===== config.mk =====
export PLATFORM = sky130hd
export DESIGN_NAME = im_read_arb
export DESIGN_NICKNAME = d
export VERILOG_FILES = /design/src/rtl/im_read_arb.sv
export SDC_FILE = /design/constraint.sdc
export NUM_CORES = 1
export LEC_CHECK = 0
export CAP_MARGIN = 10
export CORE_UTILIZATION = 41
export CTS_CLUSTER_SIZE = 25
export DETAILED_ROUTE_END_ITERATION = 10
export GPL_TIMING_DRIVEN = 1
export PLACE_DENSITY = 0.87
export SLEW_MARGIN = 20
export SYNTH_ARGS = -nofsm -noshare
export SYNTH_HDL_FRONTEND = slang
export SYNTH_SLANG_ARGS = --single-unit

===== constraint.sdc =====
create_clock -name clk -period 3.6 [get_ports clk]
set_clock_uncertainty 0.1 [all_clocks]
set_input_delay 0.72 -clock clk [delete_from_list [all_inputs] [get_ports clk]]
set_output_delay 0.72 -clock clk [all_outputs]
set_load 0.01 [all_outputs]

===== src/rtl/im_read_arb.sv =====
// Instruction-memory read arbiter: CPU fetch port and debug readback port share one
// memory read path, with a starvation counter that promotes a waiting debug request.
module im_read_arb #(
    parameter int STARVE_MAX = 8
) (
    input  logic        clk,
    input  logic        rst_n,
    input  logic        cpu_req,
    input  logic [13:0] cpu_addr,
    output logic        cpu_gnt,
    output logic        cpu_vld,
    output logic [15:0] cpu_rdata,
    input  logic        dbg_req,
    input  logic [13:0] dbg_addr,
    output logic        dbg_gnt,
    output logic        dbg_vld,
    output logic [15:0] dbg_rdata,
    output logic        im_rd_en,
    output logic [13:0] im_addr,
    input  logic [15:0] im_instr
);

    localparam int         DATA_W = 16;
    localparam logic [3:0] SMAX   = 4'(STARVE_MAX);

    typedef enum logic {
        CPU_PRI = 1'b0,
        DBG_PRI = 1'b1
    } state_t;

    state_t      state, state_nxt;
    logic [3:0]  starve_cnt, starve_cnt_nxt;

    logic              own_cpu_p1;
    logic              own_dbg_p1;
    logic [DATA_W-1:0] cpu_rdata_p1;
    logic [DATA_W-1:0] dbg_rdata_p1;

    function automatic logic [3:0] sat_inc(input logic [3:0] v, input logic [3:0] lim);
        return (v >= lim) ? lim : v + 4'd1;
    endfunction

    // Stage 0: combinational grant, starvation bookkeeping and next-state decode
    always_comb begin
        cpu_gnt        = 1'b0;
        dbg_gnt        = 1'b0;
        state_nxt      = state;
        starve_cnt_nxt = starve_cnt;

        // Grants are forced off while reset is held, whatever the requests do.
        if (rst_n) begin
            if (state == DBG_PRI) begin
                dbg_gnt = dbg_req;
                cpu_gnt = cpu_req & ~dbg_req;
            end else begin
                cpu_gnt = cpu_req;
                dbg_gnt = dbg_req & ~cpu_req;
            end
        end

        if (dbg_gnt || !dbg_req)
            starve_cnt_nxt = 4'd0;
        else if (cpu_gnt)
            starve_cnt_nxt = sat_inc(starve_cnt, SMAX);

        // Promotion looks at the updated count so the debug grant lands on the
        // cycle right after the STARVE_MAX-th CPU grant.
        case (state)
            CPU_PRI: if (dbg_req && !dbg_gnt && starve_cnt_nxt >= SMAX) state_nxt = DBG_PRI;
            DBG_PRI: state_nxt = CPU_PRI;
            default: state_nxt = CPU_PRI;
        endcase
    end

    assign im_rd_en = cpu_gnt | dbg_gnt;
    assign im_addr  = dbg_gnt ? dbg_addr : cpu_addr;

    always_ff @(posedge clk or negedge rst_n) begin
        if (!rst_n) begin
            state      <= CPU_PRI;
            starve_cnt <= 4'd0;
        end else begin
            state      <= state_nxt;
            starve_cnt <= starve_cnt_nxt;
        end
    end

    // Stage 1: owner tag and returned word; memory drove im_instr at the mid-cycle negedge
    always_ff @(posedge clk or negedge rst_n) begin
        if (!rst_n) begin
            own_cpu_p1   <= 1'b0;
            own_dbg_p1   <= 1'b0;
            cpu_rdata_p1 <= '0;
            dbg_rdata_p1 <= '0;
        end else begin
            own_cpu_p1 <= cpu_gnt;
            own_dbg_p1 <= dbg_gnt;
            if (cpu_gnt)
                cpu_rdata_p1 <= im_instr;
            if (dbg_gnt)
                dbg_rdata_p1 <= im_instr;
        end
    end

    assign cpu_vld   = own_cpu_p1;
    assign dbg_vld   = own_dbg_p1;
    assign cpu_rdata = cpu_rdata_p1;
    assign dbg_rdata = dbg_rdata_p1;

endmodule


==> out/qor.txt <==
======================================================================================================
Outcome                                                                                   finished clean
Crit end category                                                                          output port
Slowest cell on crit path                                                                 sky130_fd_sc_hd__clkdlybuf4s50_1
Worst-case setup margin in the final layout                                                     151 ps
TritonCTS clock tree                                                                             built
I/O pins                                                                                            99
End-of-flow core utilization                                                                     0.714
Tightest Pin Transition                                                                         531 ps
Detailed-route DRC error count                                                                       0
CTS Hold Bufs                                                                                        0
Crit start category                                                                         input port
Critical path, cell by cell                                                               clkdlybuf4s50_1 > nand2_1 > a21oi_4 > buf_4 > mux2_2 > clkdlybuf4s50_1
Iteration count of the initial detailed-routing pass                                                 4
Initial core utilization                                                                         0.430
End of the worst register-to-register path                                                dbg_rdata[15]
Static Leak                                                                                    1.19 nW
Flop-to-flop setup slack                                                                       2020 ps
Largest net degree at the start of global routing                                                   45
Setup WS pre-CTS                                                                                141 ps
Die area                                                                                      4520 µm²
Critical register-to-register path startpoint                                                    state
Number of design-rule violations left by the first detailed-router iteration                        25
Number of instances in the synthesized netlist                                                     121
Final sum of negative setup slack                                                                 0 ps
Site row count                                                                                      23
Post-synthesis compound-gate area fraction                                                      0.0358
H-Tree Level Count                                                                                   2
Synthesized area                                                                              1750 µm²
Gpl congestion                                                                                   0.793
Yosys Warn Count                                                                                     0
Clock insertion delay at the later pin of the skew report                                       290 ps
Number of buffers added by the clock tree synthesis step                                             5
Class of the tightest hold or removal check                                                 reg -> reg
Largest incremental delay on the critical path                                                  570 ps
Top library cells by usage in the layout, fill and taps aside                             sky130_fd_sc_hd__clkdlybuf4s50_1, sky130_fd_sc_hd__mux2_2, sky130_fd_sc_hd__dfrtp_1
Number of global-route vias before repair                                                         1393
Fraction of final layout cells with drive strength greater than 1                                0.272
Wire length of the first global-routing pass                                                   6670 µm
Launch instance of the worst min-delay path                                                      state
RSZ-0062 raised after global routing                                                                no
Maximum clock frequency                                                                        290 MHz
Clock transition at the register clock pins on the worst setup and hold paths after CTS          70 ps
Most common cell after layout, fill and taps aside                                        sky130_fd_sc_hd__clkdlybuf4s50_1
Post-CTS setup buffers                                                                               0
Crit path max fanout                                                                                14
Post-synthesis area per instance                                                              14.4 µm²
Number of setup violations in the final report                                                       0
Final Slew Violations                                                                                0
Worst min-delay path endpoint                                                                    state
Multiplexer fraction of the synthesized cell area                                                0.297
Antenna Cells                                                                                        0
Area of the core                                                                              4060 µm²
Area added between synthesis and finish                                                          65.9%
Synthesized netlist net count                                                                      171
Post-route antenna net violation count                                                               0
Number of I/O port buffers                                                                          98
Logic depth of the worst register-to-register path                                                   5
Part of the cycle the worst path needs                                                           0.958
Adder-cell area share of the yosys netlist                                                      0.0143
Final net count                                                                                    277
Synth Register Bits                                                                                 39
Simple-gate share of the synthesized area                                                       0.0495
Leftover overflow at the end of global routing                                                       0
Detail Placement HPWL                                                                          3190 µm
Synth Area in XOR/XNOR                                                                               0
Critical path data arrival time                                                                2630 ps
Worst hold slack after final layout                                                             402 ps
Required arrival time at the worst endpoint                                                    2780 ps
Mean number of vias per cell                                                                      4.89
Library cells used by synthesis                                                                     23
Root Buffer                                                                               sky130_fd_sc_hd__clkbuf_8
Overall die height                                                                             67.2 µm
Cell area power density                                                                     436 nW/µm²
Maximum buffer depth of the clock tree                                                               2
Count of final hold-check violations                                                                 0
Final routed wire length divided by cell count                                                 15.1 µm
Shortest period the worst path allows                                                          3450 ps
Critical setup path kind                                                                     in -> out
Worst slew slack as a fraction of its limit                                                      0.646
Global router's overall resource usage                                                           0.208
Clk sink count                                                                                      39
Sequential cell area fraction in the yosys report                                                0.559
Reported max-cap violation count                                                                     0
Hold Path Cell Cnt                                                                                   1
Number of gates given a new drive strength after cts                                                 0
Routed wire length                                                                             4200 µm
Initial antenna violation count                                                                      0
Cell with the most instances on the worst path                                            sky130_fd_sc_hd__clkdlybuf4s50_1
Combinational family with the most area after synthesis                                   multiplexers
Routed via count                                                                                  1360
Highest ir drop seen on vdd                                                                     344 µV
Die extent in x                                                                                67.2 µm
======================================================================================================
==> synthesized netlist by cell type (all sizes together) <==
| cell type | instances | area (µm²) |
|---|---|---|
| mux2 | 46 | 518 |
| dfrtp | 39 | 976 |
| inv | 6 | 22.5 |
| a21oi | 4 | 31.3 |
| buf | 4 | 41.3 |
| nand2 | 3 | 11.3 |
| o21ai | 3 | 15.0 |
| ha | 2 | 25.0 |
| nor2 | 2 | 7.51 |
| nor3b | 2 | 15.0 |
| a41oi | 1 | 8.76 |
| and2 | 1 | 6.26 |
| and3 | 1 | 6.26 |
| clkbuf | 1 | 13.8 |
| nand3 | 1 | 10.0 |
| nand4 | 1 | 6.26 |
| nor4b | 1 | 8.76 |
| o31ai | 1 | 7.51 |
| or3 | 1 | 7.51 |
| or4 | 1 | 7.51 |
==> critical path, delay by kind of cell <==
kind / cells / cell delay [ps]
compound gates: 1 / 130
buf+inv: 3 / 1290
mux: 1 / 360
simple gates: 1 / 120
==> worst max-delay path by stage <==
stage	endpoint	start	slack, ps
6_report	im_addr[12]	dbg_req	150
4_1_cts	im_addr[12]	dbg_req	140
5_1_grt	im_addr[12]	dbg_req	60
3_5_place_dp	im_addr[12]	dbg_req	140
3_3_place_gp	im_addr[8]	dbg_req	230
2_1_floorplan	im_addr[10]	cpu_req	1130
==> logic make-up after synthesis <==
family	after synthesis
buffers and inverters	11
muxes	46
and+or+nand+nor	14
DFF	39
adders and majority gates	2
AOI/OAI and AO/OA	9
==> sequential cells by signal, summed over array words and instances, names as in the netlist <==
signal and flops:
dbg_rdata 16, cpu_rdata 16, starve_cnt 4, state 1, cpu_vld 1, dbg_vld 1
==> through the flow <==
| step | area (µm²) | power [mW] | instances |
|---|---|---|---|
| 5_1_grt | 2900 | 1.33 | 278 |
| 3_3_place_gp | 2770 | 0.886 | 270 |
| 6_report | 2900 | 1.26 | 278 |
| 2_1_floorplan | 1750 | 0.662 | 121 |
| 4_1_cts | 2900 | 1.28 | 278 |
| 3_5_place_dp | 2770 | 0.893 | 270 |
==> power by group <==
group          internal (mW)  switching (mW)  total (mW)
registers              0.500          0.0318       0.532
clock network          0.228           0.154       0.382
logic                  0.230           0.120       0.350
total                  0.958           0.305        1.26
==> per-layer routing <==
layer  up-vias  share of wire  wire (µm)  global-route usage
li1        639              -          -                   -
met2        62           0.49       2080               0.336
met4         0         0.0050         21              0.0559
met1       656           0.40       1660               0.252
met3         3           0.11        442              0.0895
met5         -              0          0                   0
==> cell type report <==
type                    instances  area [µm²]
clock buffers                   6        82.6
clock inverters                 2        38.8
fillers                       293        1160
inverters                       6        22.5
multi-input cells              71         692
flip-flops and latches         39         976
well taps                      50        62.6
repair buffers                104        1020
Power figures use the tool's default switching activity.
